### src/rtl/serial_arith_pkg.sv
// rtl/serial_arith_pkg.sv - state encoding and counter-width helper for the serial subtractor
package serial_arith_pkg;

    typedef enum logic [1:0] {
        ST_IDLE  = 2'd0,
        ST_SHIFT = 2'd1,
        ST_DONE  = 2'd2
    } state_t;

    // Bits needed to count 0..value-1 (at least 1).
    function automatic int clog2(input int value);
        int r;
        r = 0;
        while ((1 << r) < value) begin
            r = r + 1;
        end
        if (r < 1) begin
            r = 1;
        end
        return r;
    endfunction

endpackage

### src/rtl/full_subtractor.sv
// rtl/full_subtractor.sv - combinational 1-bit full subtractor cell computing x - y - bin
// x, y, bin : minuend bit, subtrahend bit, borrow in
// d, bout   : difference bit, borrow out
module full_subtractor (
    input  logic x,
    input  logic y,
    input  logic bin,
    output logic d,
    output logic bout
);

    assign d    = x ^ y ^ bin;
    assign bout = (~x & y) | (~(x ^ y) & bin);

endmodule

### src/rtl/serial_subtractor.sv
// rtl/serial_subtractor.sv - bit-serial LSB-first subtractor diff = a - b with start/busy/done handshake
// clk, rst_n           : clock, asynchronous active-low reset
// start, a, b          : request and operands, captured only on the accepting edge
// busy, done           : high while shifting, one-cycle completion pulse
// diff, borrow_out     : result and underflow flag, held until the next done
// bit_out              : difference bit being produced this cycle, 0 outside SHIFT
module serial_subtractor
    import serial_arith_pkg::*;
#(
    parameter int WIDTH = 8
) (
    input  logic             clk,
    input  logic             rst_n,
    input  logic             start,
    input  logic [WIDTH-1:0] a,
    input  logic [WIDTH-1:0] b,
    output logic             busy,
    output logic             done,
    output logic [WIDTH-1:0] diff,
    output logic             borrow_out,
    output logic             bit_out
);

    localparam int CW = clog2(WIDTH);
    localparam logic [CW-1:0] LAST = CW'(WIDTH - 1);

    state_t           state;
    logic [WIDTH-1:0] sa;
    logic [WIDTH-1:0] sb;
    logic [WIDTH-1:0] res;
    logic             bw;
    logic [CW-1:0]    cnt;

    logic             d_bit;
    logic             bw_next;
    logic [WIDTH-1:0] res_next;

    full_subtractor u_cell (
        .x    (sa[0]),
        .y    (sb[0]),
        .bin  (bw),
        .d    (d_bit),
        .bout (bw_next)
    );

    assign res_next = {d_bit, res[WIDTH-1:1]};

    always_ff @(posedge clk or negedge rst_n) begin
        if (!rst_n) begin
            state      <= ST_IDLE;
            sa         <= '0;
            sb         <= '0;
            res        <= '0;
            bw         <= 1'b0;
            cnt        <= '0;
            busy       <= 1'b0;
            done       <= 1'b0;
            diff       <= '0;
            borrow_out <= 1'b0;
            bit_out    <= 1'b0;
        end else begin
            done <= 1'b0;
            case (state)
                ST_IDLE, ST_DONE: begin
                    if (start) begin
                        sa      <= a;
                        sb      <= b;
                        res     <= '0;
                        bw      <= 1'b0;
                        cnt     <= '0;
                        busy    <= 1'b1;
                        // Borrow-in is zero for bit 0, so its difference is a plain XOR.
                        bit_out <= a[0] ^ b[0];
                        state   <= ST_SHIFT;
                    end else begin
                        state <= ST_IDLE;
                    end
                end
                ST_SHIFT: begin
                    sa  <= sa >> 1;
                    sb  <= sb >> 1;
                    res <= res_next;
                    bw  <= bw_next;
                    cnt <= cnt + 1'b1;
                    if (cnt == LAST) begin
                        state      <= ST_DONE;
                        busy       <= 1'b0;
                        done       <= 1'b1;
                        diff       <= res_next;
                        borrow_out <= bw_next;
                        bit_out    <= 1'b0;
                    end else begin
                        // Look one bit ahead so the registered tap shows the bit the
                        // cell is working on in the coming cycle.
                        bit_out <= sa[1] ^ sb[1] ^ bw_next;
                    end
                end
                default: begin
                    state <= ST_IDLE;
                    busy  <= 1'b0;
                end
            endcase
        end
    end

endmodule
### config.mk
export PLATFORM = sky130hd
export DESIGN_NAME = serial_subtractor
export DESIGN_NICKNAME = d
export VERILOG_FILES = /design/src/rtl/serial_arith_pkg.sv /design/src/rtl/full_subtractor.sv /design/src/rtl/serial_subtractor.sv
export SDC_FILE = /design/constraint.sdc
export NUM_CORES = 1
export LEC_CHECK = 0
export CORE_MARGIN = 2
export CORE_UTILIZATION = 45
export DETAILED_ROUTE_END_ITERATION = 7
export MAX_ROUTING_LAYER = met4
export PLACE_DENSITY = 0.7
export SLEW_MARGIN = 25
export SYNTH_ARGS = -nofsm -noshare
export SYNTH_HDL_FRONTEND = slang
export SYNTH_SLANG_ARGS = --single-unit
### constraint.sdc
create_clock -name clk -period 2.19 [get_ports clk]
set_clock_uncertainty 0.2 [all_clocks]
set_input_delay 0.657 -clock clk [delete_from_list [all_inputs] [get_ports clk]]
set_output_delay 0.657 -clock clk [all_outputs]
set_load 0.03 [all_outputs]
Yosys cells after proc, flatten, opt, wreduce, memory -nomap -nowiden --
Index checks and enable logic that the tools add are counted.
Word-level totals: flip-flop bits (word level) 42, latch bits 0, RAM bits 0, memory bits (read-only) 0, bits of input ports 19, output and inout port bits 12, word-level logic and storage cells 54, memories kept 0
Operators by class: add/sub/neg operators 1, $mul 0, div/mod/pow operators 0, magnitude comparators 0, equal/unequal tests 5, shift operators 0, multiplexer cells 21, bitwise gates (word level) 10, reduce and logical (&&, ||, !) cells 6
Operators with widths (number):
- 8-bit one-hot mux with 2 select lines | 3
- 8-bit 2-to-1 mux | 3
- 1-bit 2-to-1 mux | 8
- 1-bit one-hot mux with 2 select lines | 3
- 3-bit one-hot mux with 2 select lines | 1
- 2-bit AND reduction | 3
- 1-bit XOR | 5
- 2-bit inequality test, second input constant | 2
- 2-bit one-hot mux with 2 select lines | 1
- 3-bit by 1-bit adder with 3-bit output, second input constant | 1
- 3-bit equality test, second input constant | 1
- 3-bit 2-to-1 mux | 1
- 1-bit AND | 2
- 2-bit by 1-bit equality test with 1-bit output, second input constant | 1
- 2-bit equality test, second input constant | 1
- 2-bit logical NOT | 1
- 2-bit 2-to-1 mux | 1
- 1-bit NOT | 2
- 2-bit nonzero test | 1
- 2-bit OR reduction | 1
- 1-bit bitwise OR | 1

Logic depth before layout (Yosys ltp) --
depth in word-level cells 7, depth in mapped cells 6, mapped depth without buffers 5

By module --
From an unflattened synthesis, not the netlist that was laid out.
Unflattened totals: cell total of the unflattened synthesis 151, area total of the unflattened synthesis 1771.7 µm²
Modules (own cells, without submodules):
- serial_subtractor | times used 1, cells an instance 147, area an instance 1740.4 µm², sequential area each 1026.0 µm²
- full_subtractor | times used 1, cells an instance 4, area an instance 31.3 µm², sequential area each 0.0 µm²

Worst setup path before layout --
OpenSTA, ideal clock, no wires.
path kind register to register, from register cnt[0], to register diff[0], library setup time 0.128 ns, arrival time 1.437 ns, data required time 1.862 ns, path slack 0.426 ns, stages on the path, launching flop included 6, path buffers 1, clock period less this slack 1.764 ns, cell sequence dfrtp_1 ha_1 ha_1 nand3b_1 buf_2 mux2_1
On the way: word-level cells in the longest chain between the ends 2
RTL lines:
- start: declaration | RTL line serial_subtractor.sv:32 | logic [CW-1:0] cnt;
- start signal: assignment | RTL line serial_subtractor.sv:84 | cnt <= cnt + 1'b1;
- 3-bit equality test | RTL line serial_subtractor.sv:85 | if (cnt == LAST) begin
- 2-bit AND reduction (no source line)
- end signal: assignment | RTL line serial_subtractor.sv:89 | diff <= res_next;
- end: declaration | RTL line serial_subtractor.sv:19 | output logic [WIDTH-1:0] diff,
Every way passes these cells. A chain may end at the register's enable or synchronous reset.

Worst setup path in the final report --
from register done, to output port done
RTL lines:
- start: declaration | RTL line serial_subtractor.sv:18 | output logic done,
- start signal: assignment | RTL line serial_subtractor.sv:57 | done <= 1'b0;
- start signal: assignment | RTL line serial_subtractor.sv:62 | done <= 1'b0;
- start signal: assignment | RTL line serial_subtractor.sv:88 | done <= 1'b1;
No word-level cell between the ends.

==> reports/qor.yml <==
outcome: "finished clean"
drt_first_pass_iters: 4
drt_drc_violations_left: 0
grt_use_met3: 0.0462
holdBufCountCts: 0
io_buffers: 30
rsz0062_at_grt: "no"
detail_route.wl_per_cell_um: 13.8
max_slew.worst_pin.slew_ns: 0.402
route.vias.total: 1268
grt_first_pass_wirelength_mm: 5.80
io_pins: 31
finalNonFillerCells: 237
synth_nets: 172
powerDensity_nw_per_um2: 1490
worstSetupPathType: "register to output pin"
sw_frac_of_total: 0.375
seq_area_frac_synth: 0.606
async_flop_share: 1.00
combPwrFrac: 0.446
setup-tns-final_ns: 0
hold_viol: 0
path_clk_slew_ns: 0.07
ant_nets: 0
synthTopCellsByArea: "dfrtp_1 (61%), a22o_1 (6.2%), nand2_1 (5.8%)"
slew_headroom: 0.732
synthFlopType: "dfrtp_1"
ys_ff_latch: 41
synth_area_um2: 1690
syn_avg_cell_area_um2: 11.3
core_area_um2: 3630
hold_path.class: "primary input to asynchronous set/reset pin"
path_max_fanout: 1
crit_family: "buffers and inverters"
syn_inst: 150
clock_latency_ns: 0.28
num_antenna_cells: 0
yosysMostFrequentCell: "dfrtp_1"
period_minus_slack_ns: 2.12
rows: 22
power_mw: 3.26
crit_path_end_kind: "output pin"
cp.required_ns: 1.33
cts_setup_buffers: 0
antenna_found_initial: 0
viasPerCell: 5.35
grt_util_met1: 0.217
finalCritPeriodShare: 0.968
cp.arrival_ns: 1.26
cts-root-buf: "clkbuf_8"
cts_tree: "built"
ys_types: 26
grt_max_degree: 30
leakage_nw: 1.08
met2_usage: 0.309
p_int_mw: 2.04
slew_violations: 0
die_y_um: 65.4
path_buf_inv: 1
h-tree-depth: 2
die_x_um: 65.4
slowest_stage: "clkdlybuf4s50_1"
overflow: 0
peakVddDrop_uv: 549
ys_warn_count: 0
yosys.area.top_type: "dfrtp_1"
gp_congestion: 0.794
die_area_um2: 4270
cts_made_buffers: 5
drt-total-wl_mm: 3.27
finalNetCount: 211
fmax_mhz: 472
maxCapViolCount: 0
synth_edf_count: 0
synth_common_cells: "dfrtp_1 (41), nand2_1 (26), nor2_1 (16), a22o_1 (12), a31oi_1 (12)"
crit_path_max_incr_delay_ns: 0.66
area_growth_pct: 29.2
dp.cells: 230
fin_util: 0.602
yosysTopAreaCellShare: 0.606
post_route_cells_drive_above_1_share: 0.106
start_util: 0.466
hpwl_mm: 2.43
finalSetupViolations: 0
netSwitchingPower_mw: 1.22
cp_cell_sequence: "clkdlybuf4s50_1"
cts_buffer_depth: 2
cp-start-kind: "register"
clkPwrFrac: 0.146
grt_pass1_vias: 1290
power_frac_seq: 0.408
grt_busiest_layer: "met2"
cts_sinks: 41
drt_iter0_markers: 51
postLayoutCellArea_um2: 2190
placed_cell_area_um2: 2090
grt_use_total: 0.186
[what timing repair did]
action | in CTS | in global routing
resized for setup | 3 | 8
pin swaps | 0 | 0
setup endpoints to repair | 3 | 8
[routing by layer]
metal / part of all wire / vias to the layer above / routed length (um)
met3: 0.051 / 7 / 167
met5: 0 / - / 0
met4: 0.017 / 0 / 55
met1: 0.43 / 638 / 1400
li1: - / 592 / -
met2: 0.50 / 31 / 1650
[path summary, 6_finish.rpt]
| kind | startpoint | end | slack (ns) | cells past startpoint |
|---|---|---|---|---|
| min reg2reg | diff[0]$_DFFE_PN0P_ | diff[0]$_DFFE_PN0P_ | 0.29 | 1 |
| max | done$_DFF_PN0_ | done | 0.07 | 1 |
| min | rst_n | diff[4]$_DFFE_PN0P_ | 0.09 | 1 |
| max in group asynchronous | rst_n | state[0]$_DFFE_PN0P_ | 1.18 | 2 |
| min in group clk | diff[0]$_DFFE_PN0P_ | diff[0]$_DFFE_PN0P_ | 0.29 | 1 |
| max reg2reg | cnt[0]$_DFFE_PN0P_ | diff[1]$_DFFE_PN0P_ | 0.37 | 5 |
[power groups by stage]
stage	clock network (mW)	registers (mW)	logic, mW
finish	0.476	1.33	1.45
floorplan	0	1.48	0.844
global placement	0	1.32	1.45
global route	0.533	1.38	1.61
CTS	0.493	1.34	1.48
detailed placement	0	1.35	1.49
[area by class of cell]
cell class | count | area (um2)
timing repair buffer | 41 | 394
clock buffer | 7 | 86.3
sequential | 41 | 1030
fill | 325 | 1450
multi-input combinational | 96 | 607
tap | 48 | 60.1
inverter | 4 | 15.0
[metrics by stage]
stage | setup WS, ns | hold WS, ns
2_1_floorplan | 0.426 | 0.161
3_3_place_gp | 0.0515 | 0.272
3_5_place_dp | -0.0225 | 0.283
4_1_cts | 0.00626 | 0.0971
5_1_grt | 0.0308 | 0.0966
6_report | 0.0710 | 0.0906
[registers in the layout (all words and copies together) (netlist names)]
name	count
diff	8
cnt	3
done	1
sb	8
state	2
borrow_out	1
busy	1
bit_out	1
bw	1
res	7
sa	8
[layout by cell type, fill, tap and decap left out]
| cell type | count |
|---|---|
| o21ai_1 | 3 |
| nor2_2 | 1 |
| a31oi_1 | 12 |
| nand3b_1 | 1 |
| o21ai_0 | 1 |
| buf_2 | 1 |
| dfrtp_1 | 41 |
| nor2b_1 | 1 |
| nand3_1 | 1 |
| fa_1 | 1 |
| clkbuf_1 | 1 |
| a221o_1 | 2 |
| nand2_1 | 26 |
| nor3_1 | 1 |
| clkbuf_8 | 6 |
| buf_4 | 11 |
| clkdlybuf4s50_1 | 18 |
| dlymetal6s2s_1 | 8 |
| a22o_1 | 12 |
| nand2b_1 | 2 |
| ha_1 | 2 |
| nor2_1 | 16 |
| xor2_1 | 1 |
| nor2b_2 | 1 |
| a21o_1 | 1 |
| o2bb2ai_1 | 1 |
| xnor2_1 | 2 |
| dlygate4sd2_1 | 3 |
| mux2_1 | 8 |
| inv_1 | 4 |
[logic make-up after synthesis]
family,Yosys count,synth area share
adders and majority gates,3,0.0266
DFF,41,0.606
muxes,8,0.0532
xor gates and xnor gates,3,0.0155
AOI/OAI and AO/OA,32,0.140
buffers and inverters,13,0.0362
and+or+nand+nor,50,0.123
Note: power is estimated with default switching activity, not from simulation.
